$ cat src/rtl/store_queue.sv
// store_queue
//   Circular store queue holding DEPTH in-flight stores from dispatch until
//   they are written to the dcache. Entries are allocated in order at the
//   tail, filled out of order by AGU (address) and DGU (data) writeback,
//   committed in order by the ROB, and drained in order from the head.
//   A flush discards only uncommitted entries; committed stores keep draining.
//
// Ports
//   clock, reset_n          clock, asynchronous active-low reset
//   enq_*                   dispatch allocation (enq_idx = slot the store lands in)
//   agu_*                   address writeback to slot agu_idx
//   dgu_*                   data/mask/size writeback to slot dgu_idx
//   commit_cnt              number of stores retired by the ROB this cycle
//   flush                   discard uncommitted entries
//   dc_req_*                head entry offered to the dcache (valid/ready)
//   count, full, empty      occupancy status
module store_queue #(
  parameter int DEPTH    = 16,
  parameter int ROBID_W  = 7,
  parameter int ADDR_W   = 64,
  parameter int DATA_W   = 64,
  parameter int COMMIT_W = 2,
  parameter int IDX_W    = $clog2(DEPTH)
) (
  input  logic                           clock,
  input  logic                           reset_n,
  input  logic                           enq_valid,
  input  logic [ROBID_W-1:0]             enq_robid,
  output logic                           enq_ready,
  output logic [IDX_W-1:0]               enq_idx,
  input  logic                           agu_valid,
  input  logic [IDX_W-1:0]               agu_idx,
  input  logic [ADDR_W-1:0]              agu_addr,
  input  logic                           agu_mmio,
  input  logic                           dgu_valid,
  input  logic [IDX_W-1:0]               dgu_idx,
  input  logic [DATA_W-1:0]              dgu_data,
  input  logic [DATA_W-1:0]              dgu_mask,
  input  logic [3:0]                     dgu_size,
  input  logic [$clog2(COMMIT_W+1)-1:0]  commit_cnt,
  input  logic                           flush,
  output logic                           dc_req_valid,
  input  logic                           dc_req_ready,
  output logic [ADDR_W-1:0]              dc_req_addr,
  output logic [DATA_W-1:0]              dc_req_data,
  output logic [DATA_W-1:0]              dc_req_mask,
  output logic [3:0]                     dc_req_size,
  output logic                           dc_req_mmio,
  output logic [ROBID_W-1:0]             dc_req_robid,
  output logic [IDX_W:0]                 count,
  output logic                           full,
  output logic                           empty
);

  localparam int PTR_W = IDX_W + 1;

  // Pointers carry a wrap bit so full and empty are distinguishable.
  logic [PTR_W-1:0] head_q, head_d;
  logic [PTR_W-1:0] cmt_q, cmt_d;
  logic [PTR_W-1:0] tail_q, tail_d;

  logic [DEPTH-1:0] valid_q, valid_d;
  logic [DEPTH-1:0] complete_q, complete_d;
  logic [DEPTH-1:0] dvalid_q, dvalid_d;
  logic [DEPTH-1:0] mmio_q, mmio_d;

  logic [ROBID_W-1:0] robid_q [DEPTH];
  logic [ROBID_W-1:0] robid_d [DEPTH];
  logic [ADDR_W-1:0]  addr_q  [DEPTH];
  logic [ADDR_W-1:0]  addr_d  [DEPTH];
  logic [DATA_W-1:0]  data_q  [DEPTH];
  logic [DATA_W-1:0]  data_d  [DEPTH];
  logic [DATA_W-1:0]  mask_q  [DEPTH];
  logic [DATA_W-1:0]  mask_d  [DEPTH];
  logic [3:0]         size_q  [DEPTH];
  logic [3:0]         size_d  [DEPTH];

  logic [IDX_W-1:0] head_idx;
  logic [IDX_W-1:0] tail_idx;
  logic             enq_fire;
  logic             deq_fire;

  assign head_idx = head_q[IDX_W-1:0];
  assign tail_idx = tail_q[IDX_W-1:0];

  assign count     = tail_q - head_q;
  assign full      = (count == PTR_W'(DEPTH));
  assign empty     = (count == '0);
  assign enq_ready = ~full & ~flush;
  assign enq_idx   = tail_idx;
  assign enq_fire  = enq_valid & enq_ready;

  // Only committed entries may leave; the head must also have both halves.
  assign dc_req_valid = (head_q != cmt_q) & complete_q[head_idx] & dvalid_q[head_idx];
  assign deq_fire     = dc_req_valid & dc_req_ready;

  assign dc_req_addr  = addr_q[head_idx];
  assign dc_req_data  = data_q[head_idx];
  assign dc_req_mask  = mask_q[head_idx];
  assign dc_req_size  = size_q[head_idx];
  assign dc_req_mmio  = mmio_q[head_idx];
  assign dc_req_robid = robid_q[head_idx];

  // Commit is applied before flush, so a flush truncates the queue right
  // after the newly committed entries.
  assign cmt_d  = cmt_q + PTR_W'(commit_cnt);
  assign head_d = head_q + PTR_W'(deq_fire);
  assign tail_d = flush ? cmt_d : (tail_q + PTR_W'(enq_fire));

  logic [PTR_W-1:0] uncmt;
  logic [IDX_W-1:0] off;

  always_comb begin
    valid_d    = valid_q;
    complete_d = complete_q;
    dvalid_d   = dvalid_q;
    mmio_d     = mmio_q;
    robid_d    = robid_q;
    addr_d     = addr_q;
    data_d     = data_q;
    mask_d     = mask_q;
    size_d     = size_q;
    uncmt      = tail_q - cmt_d;
    off        = '0;

    // Writebacks to slots that are not allocated are stale and dropped.
    if (agu_valid && valid_q[agu_idx]) begin
      addr_d[agu_idx]     = agu_addr;
      mmio_d[agu_idx]     = agu_mmio;
      complete_d[agu_idx] = 1'b1;
    end
    if (dgu_valid && valid_q[dgu_idx]) begin
      data_d[dgu_idx]   = dgu_data;
      mask_d[dgu_idx]   = dgu_mask;
      size_d[dgu_idx]   = dgu_size;
      dvalid_d[dgu_idx] = 1'b1;
    end

    if (enq_fire) begin
      valid_d[tail_idx]    = 1'b1;
      robid_d[tail_idx]    = enq_robid;
      complete_d[tail_idx] = 1'b0;
      dvalid_d[tail_idx]   = 1'b0;
      mmio_d[tail_idx]     = 1'b0;
    end

    if (deq_fire) begin
      valid_d[head_idx] = 1'b0;
    end

    // A slot is discarded when its distance past the post-commit pointer
    // falls inside the uncommitted window [cmt_d, tail_q).
    if (flush) begin
      for (int i = 0; i < DEPTH; i++) begin
        off = IDX_W'(i) - cmt_d[IDX_W-1:0];
        if ({1'b0, off} < uncmt) begin
          valid_d[i] = 1'b0;
        end
      end
    end
  end

  always_ff @(posedge clock or negedge reset_n) begin
    if (!reset_n) begin
      head_q     <= '0;
      cmt_q      <= '0;
      tail_q     <= '0;
      valid_q    <= '0;
      complete_q <= '0;
      dvalid_q   <= '0;
      mmio_q     <= '0;
      for (int i = 0; i < DEPTH; i++) begin
        robid_q[i] <= '0;
        addr_q[i]  <= '0;
        data_q[i]  <= '0;
        mask_q[i]  <= '0;
        size_q[i]  <= '0;
      end
    end else begin
      head_q     <= head_d;
      cmt_q      <= cmt_d;
      tail_q     <= tail_d;
      valid_q    <= valid_d;
      complete_q <= complete_d;
      dvalid_q   <= dvalid_d;
      mmio_q     <= mmio_d;
      robid_q    <= robid_d;
      addr_q     <= addr_d;
      data_q     <= data_d;
      mask_q     <= mask_d;
      size_q     <= size_d;
    end
  end

endmodule

$ cat config.mk
export PLATFORM = sky130hd
export DESIGN_NAME = store_queue
export DESIGN_NICKNAME = d
export VERILOG_FILES = /design/src/rtl/store_queue.sv
export SDC_FILE = /design/constraint.sdc
export NUM_CORES = 2
export LEC_CHECK = 0
export BUFFER_PORTS_ARGS = -buffer_cell sky130_fd_sc_hd__buf_2
export CELL_PAD_IN_SITES_DETAIL_PLACEMENT = 1
export CELL_PAD_IN_SITES_GLOBAL_PLACEMENT = 1
export CORE_AREA = 2 2 634 510
export DETAILED_ROUTE_END_ITERATION = 10
export DIE_AREA = 0 0 636 512
export PLACE_DENSITY = 0.71
export RECOVER_POWER = 50
export SYNTH_ARGS = -nofsm -noshare
export SYNTH_HDL_FRONTEND = slang
export SYNTH_SLANG_ARGS = --single-unit
$ cat constraint.sdc
create_clock -name clock -period 4.5 [get_ports clock]
set_input_delay 0.675 -clock clock [delete_from_list [all_inputs] [get_ports clock]]
set_output_delay 0.675 -clock clock [all_outputs]
set_load 0.05 [all_outputs]
==> reports/metrics.csv <==
metric,value,unit
worstPathMaxFanout,123,
dp_cells,12977,
initialDrtViolationCount,5277,
cts.clk_slew.worst_paths,60,ps
vias,82788,
synthSimpleGateAreaFrac,0.00681,
syn_nets,9107,
grt_pass1_vias,94255,
area_growth,13.0,%
ioPinCount,438,
synth.avg_cell_area,16.9,um^2
htree_levels,5,
ys_seq_area_frac,0.557,
outcome,"finished, violations left",
rsz0062_at_grt,true,
maxSlewHeadroom,-1.53,
cts_buffers,348,
num_rows,186,
wl,416000,um
port_buffers,437,
worst_pin_slew,3800,ps
synth_area_leaders,"dfrtp_1, mux2_2, mux4_2",
power_frac_seq,0.435,
die_x,636,um
place_hpwl,237000,um
synthesis.area,149000,um^2
synth_ff_type,dfrtp_1,
fp.dieArea,326000,um^2
hold_violations,0,
vias_per_cell,6.07,
grt_usage,0.257,
violations,"max-capacitance violations, max-slew violations",
dpl_worst_slack,183,ps
synth_top_family_by_area,multiplexers,
grt_pass1_wl,632000,um
drt_pass1_iterations,5,
clock_skew,56.5,ps
finalMaxSlewViolations,2697,
nets,9357,
cts_buffer_depth,4,
core,320000,um^2
cts_setup_buffers,0,
whs_path_depth,3,
yosysWarnings,0,
syn-instance-count,8854,
cts_tree,built,
start_kind,flip-flop,
powerDensity,528,nW/um^2
min_path_type,primary input to flip-flop,
synth.mux.area_fraction,0.402,
drive_gt1_frac,0.591,
fmax,223,MHz
crit_type,flip-flop to primary output,
p_leak,80.9,nW
ys_async_sr_fraction,1.00,
cts_num_sinks,3327,
ant_nets,0,
switching_share,0.288,
period_needed,4490,ps
yosys.area.top_type,dfrtp_1,
drcViolationCount,0,
setup-violations-final,0,
insertion_delay,900,ps
layout.cells.non_filler,13639,
ys_types,64,
grt_max_degree,159,
ys_seq_elements,3327,
ir_worst_vdd,429,uV
timing.final.crit_share,0.997,
synth_compound_area_frac,0.00539,
maxCapViolations,48,
pwr-share-comb,0.228,
synth_enable_flop_cells,0,
gp_congestion,0.819,
root_buffer,clkbuf_16,
start_util,0.468,
r2r_cells,13,
finalWorstSetupSlack,12.9,ps
regArea,83300,um^2
synth_fa_ha_area_frac,0.00303,
multi_input_area,62800,um^2
fillers,28926,
p_int,0.0634,W
synth_xor_area_frac,0.00184,
fp.dieH,512,um
setup_tns,0,ps
grt-ovfl-total,0,
avgRoutedWirePerCell,30.5,um
synth_top_area_frac,0.557,
antenna_found_initial,102,
switchingPower,0.0257,W
end_kind,primary output,
worstPathRequired,3830,ps
pwr-share-clk,0.336,
crit_arrival,3810,ps
## synthesized netlist by cell type (4+ instances only)
| library cell | count |
|---|---|
| nor3_1 | 9 |
| nand4_1 | 4 |
| xor2_1 | 9 |
| o211ai_1 | 5 |
| a221oi_1 | 5 |
| mux4_2 | 1032 |
| inv_1 | 38 |
| buf_4 | 12 |
| a21o_1 | 5 |
| dfrtp_1 | 3327 |
| a21oi_1 | 41 |
| ha_1 | 29 |
| nand3_1 | 20 |
| xnor2_1 | 18 |
| nand2b_1 | 8 |
| o21a_1 | 13 |
| a211oi_1 | 15 |
| buf_1 | 48 |
| nor3b_1 | 5 |
| nand3b_1 | 7 |
| clkbuf_1 | 508 |
| and3_1 | 11 |
| a31oi_1 | 5 |
| and2_1 | 6 |
| or2_2 | 4 |
| nor2_1 | 57 |
| nor2b_1 | 12 |
| o21ai_0 | 12 |
| nand2_1 | 33 |
| mux2_2 | 3250 |
| buf_2 | 239 |
| mux2i_1 | 22 |
## final timing paths
check,from,to,slack (ps)
worst min register to register,complete_q[14]$_DFF_PN0_,complete_q[14]$_DFF_PN0_,490
worst max-delay path,head_q[1]$_DFF_PN0_,dc_req_data[57],10
min in group asynchronous,reset_n,addr_q[364]$_DFFE_PN0P_,400
max in group asynchronous,reset_n,addr_q[909]$_DFFE_PN0P_,590
worst max register to register,cmt_q[0]$_DFF_PN0_,valid_q[4]$_DFF_PN0_,450
worst min-delay path,dc_req_ready,head_q[0]$_DFF_PN0_,130
## stage by stage
step                      hold slack (ps)  cell area, um^2  power [W]   util
after floorplan                       379           149000     0.0534      -
after detailed placement              478           157000     0.0595  0.492
after global routing                  115           169000     0.0931  0.528
final                                 128           169000     0.0891  0.528
after CTS                            50.9           169000     0.0900  0.530
after global placement                470           157000     0.0583  0.492
## layout by cell type, fill, tap and decap left out, types with 47 or more instances in the layout
master / synthesis / layout
dfrtp_1: 3327 / 3324
mux2_2: 3250 / 3247
clkinv_2: 0 / 67
clkbuf_8: 0 / 80
nor2_1: 57 / 47
clkbuf_1: 508 / 103
mux4_2: 1032 / 1032
buf_4: 12 / 87
buf_2: 239 / 437
buf_12: 0 / 77
clkbuf_16: 0 / 354
## state kept, by name, summed over array words and instances (netlist names)
name and flops:
mask_q 1024, data_q 1024, head_q 5, complete_q 16, tail_q 5, addr_q 1024, dvalid_q 16, valid_q 16
mmio_q 16, size_q 64, robid_q 112, cmt_q 5
## what timing repair did
item | in CTS | in global routing
setup endpoints to repair | 100 | 47
gates cloned | 5 | 1
endpoints found under the hold margin | 39 | 0
hold buffers | 1 | 0
gates resized for setup | 19 | 8
## worst max-delay path, stage by stage, from the launching register on
cell and delay [ps]:
dfrtp_4 580, buf_16 350, buf_8 350, mux4_2 360, mux4_2 520, buf_2 240
## kinds of logic (layout without fill, tap and decap cells)
group / Yosys count / count (layout)
AOI/OAI and AO/OA: 119 / 119
xor gates and xnor gates: 29 / 29
adders and majority gates: 35 / 35
buffers and inverters: 845 / 1362
DFF: 3327 / 3327
muxes: 4304 / 4304
other: 0 / 38
and+or+nand+nor: 195 / 195
## area by class of cell
class	instances	share of cell area
diodes	38	0.000564
clock buffers	485	0.0600
clock inverters	132	0.00994
inverters	38	0.000890
multi-input cells	4682	0.372
flip-flops and latches	3327	0.493
well taps	4230	0.0314
repair buffers	707	0.0318
## per-layer routing
layer	up-vias	wire length [um]	GRT usage
met2	1719	206000	0.429
li1	33816	-	-
met1	46456	179000	0.350
met4	44	12800	0.0810
met5	-	285	0
met3	753	16700	0.0364
## power by group through the flow
| stage | clock, W | combinational, W | sequential (W) |
|---|---|---|---|
| 4_1_cts | 0.0307 | 0.0206 | 0.0387 |
| 3_5_place_dp | 0 | 0.0203 | 0.0392 |
| 3_3_place_gp | 0 | 0.0198 | 0.0386 |
| 6_report | 0.0300 | 0.0204 | 0.0388 |
| 2_1_floorplan | 0 | 0.0154 | 0.0380 |
| 5_1_grt | 0.0318 | 0.0219 | 0.0395 |
Note: power is estimated with default switching activity, not from simulation.
